`config.mk`:
```
export PLATFORM = sky130hd
export DESIGN_NAME = multicycle_ctrl_fsm
export DESIGN_NICKNAME = d
export VERILOG_FILES = /design/src/rtl/ctrl_pkg.sv /design/src/rtl/ctrl_decode.sv /design/src/rtl/multicycle_ctrl_fsm.sv
export SDC_FILE = /design/constraint.sdc
export NUM_CORES = 1
export LEC_CHECK = 0
export BUFFER_PORTS_ARGS = -buffer_cell sky130_fd_sc_hd__clkbuf_2
export CAP_MARGIN = 20
export CORE_MARGIN = 5
export CORE_UTILIZATION = 45
export CTS_CLUSTER_SIZE = 25
export DETAILED_ROUTE_END_ITERATION = 12
export PLACE_DENSITY = 0.64
export SETUP_SLACK_MARGIN = 0.3
export SKIP_CTS_REPAIR_TIMING = 1
export SYNTH_ARGS = -nofsm -noshare
export SYNTH_HDL_FRONTEND = slang
export SYNTH_SLANG_ARGS = --single-unit
```
`constraint.sdc`:
```
create_clock -name clk -period 1.4 [get_ports clk]
set_input_delay 0 -clock clk [delete_from_list [all_inputs] [get_ports clk]]
set_output_delay 0 -clock clk [all_outputs]
set_load 0.03 [all_outputs]
```
`src/rtl/ctrl_pkg.sv`:
```
// Shared types and constants for the multicycle control unit (see multicycle_ctrl_fsm,
// optional CTRL_PERF_CNT_EN retire counter).
package ctrl_pkg;

   typedef enum logic [2:0] {
      IDLE   = 3'd0,
      DECODE = 3'd1,
      EXEC   = 3'd2,
      MEM    = 3'd3,
      WB     = 3'd4
   } state_t;

   localparam logic [1:0] OP_ADD = 2'b00;
   localparam logic [1:0] OP_LW  = 2'b01;
   localparam logic [1:0] OP_SW  = 2'b10;
   localparam logic [1:0] OP_BEQ = 2'b11;

   localparam int unsigned CTRL_REGDST   = 7;
   localparam int unsigned CTRL_REGWRITE = 6;
   localparam int unsigned CTRL_ALUSRC   = 5;
   localparam int unsigned CTRL_BRANCH   = 4;
   localparam int unsigned CTRL_MEMREAD  = 3;
   localparam int unsigned CTRL_MEMWRITE = 2;
   localparam int unsigned CTRL_MEMTOREG = 1;
   localparam int unsigned CTRL_ALUOP    = 0;

   typedef struct packed {
      logic legal;
      logic reg_dst;
      logic alu_src;
      logic mem_to_reg;
      logic alu_op;
      logic is_ld;
      logic is_st;
      logic is_br;
   } dec_t;

endpackage

```
`src/rtl/ctrl_decode.sv`:
```
// Combinational opcode decoder: legality, static datapath bits and instruction class.
module ctrl_decode
   import ctrl_pkg::*;
#(
   parameter int unsigned OPCODE_W = 2
) (
   input  logic [OPCODE_W-1:0] opcode,
   output dec_t                dec
);

   logic [1:0] op;
   assign op = opcode[1:0];

   always_comb begin
      dec = '0;
      // any set bit above the two class bits makes the opcode illegal
      dec.legal = ((opcode >> 2) == '0);
      if (dec.legal) begin
         unique case (op)
            OP_ADD: begin
               dec.reg_dst = 1'b1;
               dec.alu_op  = 1'b1;
            end
            OP_LW: begin
               dec.alu_src    = 1'b1;
               dec.mem_to_reg = 1'b1;
               dec.is_ld      = 1'b1;
            end
            OP_SW: begin
               dec.alu_src = 1'b1;
               dec.is_st   = 1'b1;
            end
            OP_BEQ: begin
               dec.is_br = 1'b1;
            end
         endcase
      end
   end

endmodule

```
`src/rtl/multicycle_ctrl_fsm.sv`:
```
// Multi-cycle control FSM (IDLE/DECODE/EXEC/MEM/WB) with memory-wait timeout and illegal-opcode
// drop. Define CTRL_PERF_CNT_EN to add the retire_cnt counter and port.
module multicycle_ctrl_fsm
   import ctrl_pkg::*;
#(
   parameter int unsigned OPCODE_W    = 2,
   parameter int unsigned MEM_TIMEOUT = 15
`ifdef CTRL_PERF_CNT_EN
   ,
   parameter int unsigned CNT_W       = 16
`endif
) (
   input  logic                clk,
   input  logic                reset,
   input  logic                instr_valid,
   input  logic [OPCODE_W-1:0] opcode,
   output logic                instr_ready,
   input  logic                mem_ack,
   output logic [7:0]          ctrl_sign,
   output logic                retire,
   output logic                illegal,
   output logic                mem_err,
   output logic [2:0]          state_o
`ifdef CTRL_PERF_CNT_EN
   ,
   output logic [CNT_W-1:0]    retire_cnt
`endif
);

   localparam int unsigned TW = $clog2(MEM_TIMEOUT + 1);

   state_t              state, state_d;
   logic [OPCODE_W-1:0] ir;
   logic [3:0]          stat, stat_d;   // {reg_dst, alu_src, mem_to_reg, alu_op}
   logic [TW-1:0]       timer, timer_d;
   logic [7:0]          ctrl_d;
   logic                timeout;
   dec_t                dec;

   ctrl_decode #(
      .OPCODE_W (OPCODE_W)
   ) u_decode (
      .opcode (ir),
      .dec    (dec)
   );

   assign state_o = state;
   assign timeout = (timer == TW'(MEM_TIMEOUT - 1));

   always_comb begin
      state_d = state;
      timer_d = timer;
      stat_d  = stat;
      retire  = 1'b0;
      illegal = 1'b0;
      mem_err = 1'b0;
      case (state)
         IDLE: begin
            if (instr_valid) state_d = DECODE;
         end
         DECODE: begin
            stat_d = {dec.reg_dst, dec.alu_src, dec.mem_to_reg, dec.alu_op};
            if (dec.legal) begin
               state_d = EXEC;
            end else begin
               illegal = 1'b1;
               state_d = IDLE;
            end
         end
         EXEC: begin
            if (dec.is_br) begin
               retire  = 1'b1;
               state_d = IDLE;
            end else if (dec.is_ld || dec.is_st) begin
               timer_d = '0;
               state_d = MEM;
            end else begin
               state_d = WB;
            end
         end
         MEM: begin
            // an ack in the timeout cycle still completes the access
            if (mem_ack) begin
               if (dec.is_st) begin
                  retire  = 1'b1;
                  state_d = IDLE;
               end else begin
                  state_d = WB;
               end
            end else if (timeout) begin
               mem_err = 1'b1;
               state_d = IDLE;
            end else begin
               timer_d = timer + 1'b1;
            end
         end
         WB: begin
            retire  = 1'b1;
            state_d = IDLE;
         end
         default: state_d = IDLE;
      endcase
   end

   // Control word for the state being entered, so ctrl_sign comes straight from a flop.
   always_comb begin
      ctrl_d                = '0;
      ctrl_d[CTRL_REGDST]   = stat_d[3];
      ctrl_d[CTRL_ALUSRC]   = stat_d[2];
      ctrl_d[CTRL_MEMTOREG] = stat_d[1];
      ctrl_d[CTRL_ALUOP]    = stat_d[0];
      ctrl_d[CTRL_REGWRITE] = (state_d == WB);
      ctrl_d[CTRL_BRANCH]   = (state_d == EXEC) && dec.is_br;
      ctrl_d[CTRL_MEMREAD]  = (state_d == MEM) && dec.is_ld;
      ctrl_d[CTRL_MEMWRITE] = (state_d == MEM) && dec.is_st;
   end

   always_ff @(posedge clk or posedge reset) begin
      if (reset) begin
         state       <= IDLE;
         ir          <= '0;
         stat        <= '0;
         timer       <= '0;
         ctrl_sign   <= '0;
         instr_ready <= 1'b1;
      end else begin
         state       <= state_d;
         stat        <= stat_d;
         timer       <= timer_d;
         ctrl_sign   <= ctrl_d;
         instr_ready <= (state_d == IDLE);
         if ((state == IDLE) && instr_valid) ir <= opcode;
      end
   end

`ifdef CTRL_PERF_CNT_EN
   always_ff @(posedge clk or posedge reset) begin
      if (reset) begin
         retire_cnt <= '0;
      end else if (retire) begin
         retire_cnt <= retire_cnt + 1'b1;
      end
   end
`endif

endmodule

```
==> flow_metrics.env, run 1 <==
export IMPL_status="finished, violations left"
export IMPL_violations="negative setup slack"
export IMPL_port_buffer_count=19
export IMPL_grt_usage_pct=11.93
export IMPL_min_path_type="input port to register"
export IMPL_viasPerCell=5.390
export IMPL_synth_flop_cell="dfrtp_1"
export IMPL_cts_tree="done"
export IMPL_clkTransAtPathRegs_ns=0.12
export IMPL_grt_pass1_wl_mm=3.008
export IMPL_crit_path_end_kind="output pin"
export IMPL_wire_per_inst_um=16.58
export IMPL_grt_antenna_before_repair=0
export IMPL_grt_setup_unrepaired="yes"
export IMPL_syn_avg_cell_area_um2=11.04
export IMPL_antennaDiodeCount=0
export IMPL_area_growth_pct=60.80
export IMPL_critPathLaunchType="register"
export IMPL_finalHoldViolCount=0
export IMPL_grt_max_degree=19
export IMPL_r2r_slack_ns=-0.03
export IMPL_routed_wl_mm=2.554
export IMPL_root_buffer="clkbuf_4"
export IMPL_async_flop_share_pct=100.0
export IMPL_num_rows=16
export IMPL_gr_total_overflow=0
export IMPL_drc=0
export IMPL_peakVddDrop_uv=1801
export IMPL_drive_gt1_share_pct=62.20
export IMPL_tightest_slew_ns=0.6744
export IMPL_ys_types=30
export IMPL_synth_edf_count=0
export IMPL_layout_min_cycle_time_ns=1.452
export IMPL_ys_seq_area_share_pct=48.13
export IMPL_cts_path_max_buffers=2
export IMPL_totalNegativeSetupSlack_ns=-0.1492
export IMPL_hold_depth=4
export IMPL_synth_top_area_cell="dfrtp_1"
export IMPL_powerDensity_nw_per_um2=2320
export IMPL_place_congestion=0.8179
export IMPL_vias=830
export IMPL_reg2regPathDepth=4
export IMPL_die_area_um2=3099
export IMPL_endpoint="retire"
export IMPL_setup_violations_final=5
export IMPL_rr_startpoint="state_o[1]"
export IMPL_syn_inst=85
export IMPL_fin_cells=154
export IMPL_synthTopCellsByArea="dfrtp_1, ha_1, mux2_2"
export IMPL_fin_skew_ns=0.01838
export IMPL_cp_required_ns=1.40
export IMPL_fp_coreArea_um2=1982
export IMPL_start_util_pct=47.35
export IMPL_cts_sinks=18
export IMPL_grt_pass1_vias=650
export IMPL_r2r_end="stat[2]"
export IMPL_synth_seq_cells=18
export IMPL_synth_fp_nets=97
export IMPL_worstPathMaxFanout=6
export IMPL_cts_buffers=3
export IMPL_clk_latency_ns=0.29
export IMPL_nets=140
export IMPL_antenna_left=0
export IMPL_die_h_um=55.67
export IMPL_hpwl_mm=1.380
export IMPL_dieWidth_um=55.67
export IMPL_maxCapViolCount=0
export IMPL_h_tree_depth=1
export IMPL_dr_pass1_iters=4
export IMPL_yosysWarnings=0
export IMPL_fin_crit_sh_pct=103.7
export IMPL_finalPower_mw=3.501
export IMPL_arrival_ns=1.45
export IMPL_power_leakage_nw=0.6724
export IMPL_io_pins=21
export IMPL_first_iter_violations=26
export IMPL_finalMaxSlewViolations=0
export IMPL_place_inst=130
export IMPL_synth_area_um2=938.4
export IMPL_synth_top_area_share_pct=45.33
export IMPL_startpoint="state_o[1]"
export IMPL_worstSetupPathType="register to output pin"
export IMPL_finalWorstSetupSlack_ns=-0.05181
export IMPL_fmax_mhz=688.8
export IMPL_slew_headroom_pct=54.99
[cell families after synthesis]
group / synth area share [%]
flip-flops: 48.13
AND/OR/NAND/NOR: 20.40
adder cells (fa/ha/maj): 8.000
other: 0.3996
AO/OA/AOI/OAI: 10.13
buffers and inverters: 4.933
multiplexers: 8.000
[synth_stat cells (3+ instances only)]
| cell | count |
|---|---|
| nand2_1 | 6 |
| nor2b_1 | 3 |
| mux2i_1 | 3 |
| o21ai_0 | 6 |
| nor2_1 | 3 |
| mux2_2 | 4 |
| dfrtp_1 | 17 |
| ha_1 | 6 |
| o22ai_1 | 3 |
| nand3_1 | 4 |
| inv_1 | 5 |
| buf_4 | 3 |
[through the flow]
step | setup WS, ns | cell area, um2 | util (%) | hold slack [ns]
3_3_place_gp | 0.04922 | 1102 | 55.62 | 0.09777
2_1_floorplan | 0.02748 | 988.4 | - | -0.06237
4_1_cts | -0.2043 | 1129 | 56.94 | -0.1971
5_1_grt | -0.09971 | 1509 | 76.14 | 0.09392
3_5_place_dp | 0.03879 | 1102 | 55.62 | 0.1195
6_report | -0.05181 | 1509 | 76.14 | 0.09149
[placed cells by master (no fill, tap or decap), drive strengths merged]
master        n
dfstp         1
nor4b         1
nor3b         2
nand2         6
conb          1
inv           5
dfrtp        17
clkbuf       20
a21boi        1
a21oi         2
mux2i         3
nand3b        1
buf          23
and2          1
nor2          3
nand4bb       2
nor2b         3
o311a         1
a31oi         1
o32ai         1
nand2b        2
nand3         4
o22ai         3
and4bb        1
dlygate4sd3   3
and3          1
ha            6
mux2          4
o21ai         6
nor3          2
[flip-flops by register name, summed over array words and instances (netlist names)]
name / count
state_o: 3
stat: 3
ir: 2
ctrl_sign: 5
instr_ready: 1
timer: 4
[layer usage]
| layer | vias to the layer above | share of wire (%) | track usage (%) |
|---|---|---|---|
| met5 | - | 0 | 0 |
| met4 | 0 | 1.4 | 3.472 |
| met3 | 6 | 5.5 | 2.784 |
| met2 | 34 | 50 | 17.06 |
| met1 | 410 | 43 | 17.70 |
| li1 | 380 | - | - |
[area by class of cell]
class                      count  area (um2)
multi-input combinational     58       655.6
fill                         114       473.0
sequential                    18       456.7
timing repair buffer          42       315.3
tap                           27       33.78
clock buffer                   4       26.28
inverter                       5       21.27
[worst max-delay path, stage by stage, from the launching register on]
cell and delay (ns):
dfrtp_2 0.47, nor2b_4 0.24, nand2_2 0.09, o22ai_2 0.20
buf_6 0.15
[where the power goes]
group          switching, mW  internal [mW]  total [mW]
combinational           1.11           1.11        2.22
clock                  0.162          0.110       0.273
sequential             0.263          0.744        1.01
[worst min path at each step]
stage                start      endpoint  slack, ns
2_1_floorplan        reset  ctrl_sign[2]      -0.06
3_3_place_gp         reset  ctrl_sign[4]        0.1
3_5_place_dp         reset  ctrl_sign[3]       0.12
4_1_cts              reset      timer[3]      -0.20
5_1_grt        instr_valid         ir[0]       0.09
6_report       instr_valid         ir[0]       0.09
(Power assumes the default switching activity.)
==> inputs of run 2 (changes only) <==
--- a/config.mk
+++ b/config.mk
@@ -5,10 +5,12 @@
 export SDC_FILE = /design/constraint.sdc
 export NUM_CORES = 1
 export LEC_CHECK = 0
+export ABC_AREA = 1
 export BUFFER_PORTS_ARGS = -buffer_cell sky130_fd_sc_hd__clkbuf_2
 export CAP_MARGIN = 20
 export CORE_MARGIN = 5
 export CORE_UTILIZATION = 45
+export CTS_BUF_LIST = sky130_fd_sc_hd__clkbuf_4 sky130_fd_sc_hd__clkbuf_8
 export CTS_CLUSTER_SIZE = 25
 export DETAILED_ROUTE_END_ITERATION = 12
 export PLACE_DENSITY = 0.64
==> constraint.sdc (replaced) <==
create_clock -name clk -period 1.55 [get_ports clk]
set_input_delay 0 -clock clk [delete_from_list [all_inputs] [get_ports clk]]
set_output_delay 0 -clock clk [all_outputs]
set_load 0.03 [all_outputs]
==> run 2 against run 1 <==
Compared with the run above:
- the run now ends clean
- sequential power is 24% lower
- die area is 2.3% higher
- register-to-register slack better by 0.21 ns
- global-route usage is 2.2 points higher
- synthesized cell count is 44% higher
- clock skew is 0.016 ns lower
- flip-flop and latch count stayed put
- setup slack better by 0.16 ns
- cell count is 18% higher
- non-clock buffer count is 11 lower
- synthesized area is 2.8% higher
- wire length is 14% lower
- critical path type unchanged
- largest power group unchanged
- highest routed layer unchanged
==> flow_metrics.env, run 2 <==
export IMPL_first_iter_violations=37
export IMPL_grt_max_degree=19
export IMPL_io_pins=21
export IMPL_power_leakage_nw=0.6793
export IMPL_seqPwrFrac_pct=32.3
export IMPL_synth_fp_nets=134
export IMPL_antennaDiodeCount=0
export IMPL_syn_avg_cell_area_um2=7.907
export IMPL_start_util_pct=48.19
export IMPL_worstSetupPathType="register to output pin"
export IMPL_crit_top_cell="inv_2"
export IMPL_cts_sinks=18
export IMPL_synth_most_common_cell="nand2_1"
export IMPL_grt_setup_unrepaired="yes"
export IMPL_layout_common_cells="nand2_1, clkbuf_2, nor2_1, dfrtp_1, inv_1"
export IMPL_synth_top_area_share_pct=44.10
export IMPL_hpwl_mm=1.590
export IMPL_critPathLaunchType="register"
export IMPL_largest_register_ffs=5
export IMPL_drc=0
export IMPL_hold_depth=3
export IMPL_p_int_mw=1.227
export IMPL_power_switching_mw=1.142
export IMPL_grt_pass1_wl_mm=3.629
export IMPL_min_from="instr_valid"
export IMPL_place_inst=166
export IMPL_h_tree_depth=1
export IMPL_crit_family="flip-flops"
export IMPL_drive_gt1_share_pct=38.71
export IMPL_fin_crit_sh_pct=92.90
export IMPL_dr_pass1_iters=4
export IMPL_fin_skew_ns=0.002814
export IMPL_wire_per_inst_um=12.04
export IMPL_peakVddDrop_uv=1411
export IMPL_min_path_type="input port to register"
export IMPL_finalPower_mw=2.368
export IMPL_reg2regPathDepth=10
export IMPL_viasPerCell=4.984
export IMPL_fp_coreArea_um2=2002
export IMPL_slew_headroom_pct=54.11
export IMPL_nets=168
export IMPL_cp_required_ns=1.55
export IMPL_yosysWarnings=0
export IMPL_synth_seq_cells=18
export IMPL_synth_edf_count=0
export IMPL_num_rows=16
export IMPL_rr_startpoint="timer[0]"
export IMPL_place_congestion=0.9176
export IMPL_finalHoldViolCount=0
export IMPL_synth_top_area_cell="dfrtp_1"
export IMPL_layout_min_cycle_time_ns=1.440
export IMPL_crit_chain="inv_2 > ha_4 > inv_2 > nor2_1 > nand2_1 > nor2_2 > buf_6"
export IMPL_gr_total_overflow=0
export IMPL_dieWidth_um=56.30
export IMPL_maxCapViolCount=0
export IMPL_cp_buffers_inverters=3
export IMPL_area_growth_pct=33.72
export IMPL_r2r_end="timer[0]"
export IMPL_synthTopCellsByArea="dfrtp_1, nand2_1, ha_1"
export IMPL_slowest_stage="dfrtp_2"
export IMPL_clkTransAtPathRegs_ns=0.11
export IMPL_largest_register="ctrl_sign"
export IMPL_reg_largest_list="ctrl_sign x5, timer x4"
export IMPL_seq_area_um2=456.7
export IMPL_r2r_slack_ns=0.18
export IMPL_setup_violations_final=0
export IMPL_die_h_um=56.30
export IMPL_arrival_ns=1.44
export IMPL_fin_util_pct=64.44
export IMPL_multi_input_area_um2=500.5
export IMPL_grt_usage_pct=14.08
export IMPL_routed_wl_mm=2.191
export IMPL_synth_flop_cell="dfrtp_1"
export IMPL_p_sw_share_pct=48.21
export IMPL_synth_top_cells_by_count="nand2_1, nor2_1, dfrtp_1, inv_1, ha_1"
export IMPL_status="completed"
export IMPL_cts_path_max_buffers=2
export IMPL_tightest_slew_ns=0.6876
export IMPL_final_common_cell="nand2_1"
export IMPL_clk_latency_ns=0.30
export IMPL_finalMaxSlewViolations=0
export IMPL_antenna_left=0
export IMPL_ys_seq_area_share_pct=46.82
export IMPL_crit_path_end_kind="output pin"
export IMPL_ys_types=21
export IMPL_syn_inst=122
export IMPL_worstHoldEndpoint="state_o[0]"
export IMPL_pwr_share_clk_pct=12.5
export IMPL_powerDensity_nw_per_um2=1836
export IMPL_fmax_mhz=694.4
export IMPL_root_buffer="clkbuf_4"
export IMPL_cts_buffers=3
export IMPL_grt_pass1_vias=881
export IMPL_fill_cells=175
export IMPL_fin_cells=182
export IMPL_vias=907
export IMPL_synth_area_um2=964.7
export IMPL_cts_tree="done"
export IMPL_die_area_um2=3170
export IMPL_grt_antenna_before_repair=0
export IMPL_worstPathMaxFanout=5
export IMPL_whs_ns=0.005395
export IMPL_crit_path_max_incr_delay_ns=0.46
export IMPL_async_flop_share_pct=100.0
export IMPL_port_buffer_count=19
export IMPL_comb_power_share_pct=55.2
run 2: cell types whose count changed in the layout (fill, tap and decap cells not counted), sizes merged, moves of 3 or more:
cell / before / now
nand2: 6 / 36
nor2: 3 / 22
buf: 23 / 10
inv: 5 / 16
mux2: 4 / 0
nand4: 0 / 4
mux2i: 3 / 0
nand3: 4 / 7
nor2b: 3 / 0
o22ai: 3 / 0
run 2: cell type report:
cell class / count / share of cell area [%]
Multi-Input combinational cell: 86 / 38.80
Inverter: 16 / 4.656
Sequential cell: 18 / 35.40
Tap cell: 27 / 2.619
Clock buffer: 4 / 2.813
Timing Repair Buffer: 31 / 15.71
run 2: power groups by stage:
stage	registers (mW)	clock network [mW]	logic, mW
floorplan	0.947	0	0.599
global placement	0.775	0	1.04
detailed placement	0.784	0	1.05
CTS	0.773	0.305	1.05
global route	0.793	0.327	1.44
finish	0.765	0.295	1.31
run 2: worst reg2reg max path, cell delays in order (launching register included):
cell and delay, ns:
dfrtp_2 0.46, inv_2 0.09, ha_4 0.14, inv_2 0.03
nor2_1 0.07, nand2_1 0.08, buf_4 0.14, nand2_1 0.10
nor2_4 0.05, nand2_1 0.06, nand2_1 0.05
run 2: cell families after synthesis:
kind of cell / Yosys count / synth area share (%)
AOI/OAI and AO/OA: 9 / 4.928
other: 1 / 0.3887
DFF: 18 / 46.82
and+or+nand+nor: 69 / 31.65
xor gates and xnor gates: 1 / 0.9081
buffers and inverters: 18 / 7.522
adders and majority gates: 6 / 7.782
run 2: layer usage:
metal  vias up  routed length, um  track usage (%)
met5         -                  0                0
met4         0                 24            7.119
met3         4                166            3.899
met2        35               1011            21.37
met1       427                988            18.23
li1        441                  -                -
run 2: through the flow:
stage / setup TNS, ns / cell area [um2] / setup WS, ns
6_report: 0 / 1290 / 0.1100
5_1_grt: 0 / 1290 / 0.03505
4_1_cts: -0.01536 / 1127 / -0.01536
3_5_place_dp: 0 / 1091 / 0.1583
3_3_place_gp: 0 / 1091 / 0.2104
2_1_floorplan: 0 / 974.7 / 0.3170
run 2: how the worst max path moves through the flow:
stage          startpoint  endpoint  depth (start not counted)
6_report         timer[0]   mem_err                          7
5_1_grt          timer[0]   mem_err                          7
4_1_cts          timer[0]   mem_err                          7
3_5_place_dp        ir[0]  timer[0]                          8
3_3_place_gp        ir[0]  timer[3]                          8
2_1_floorplan       ir[0]  timer[0]                          8
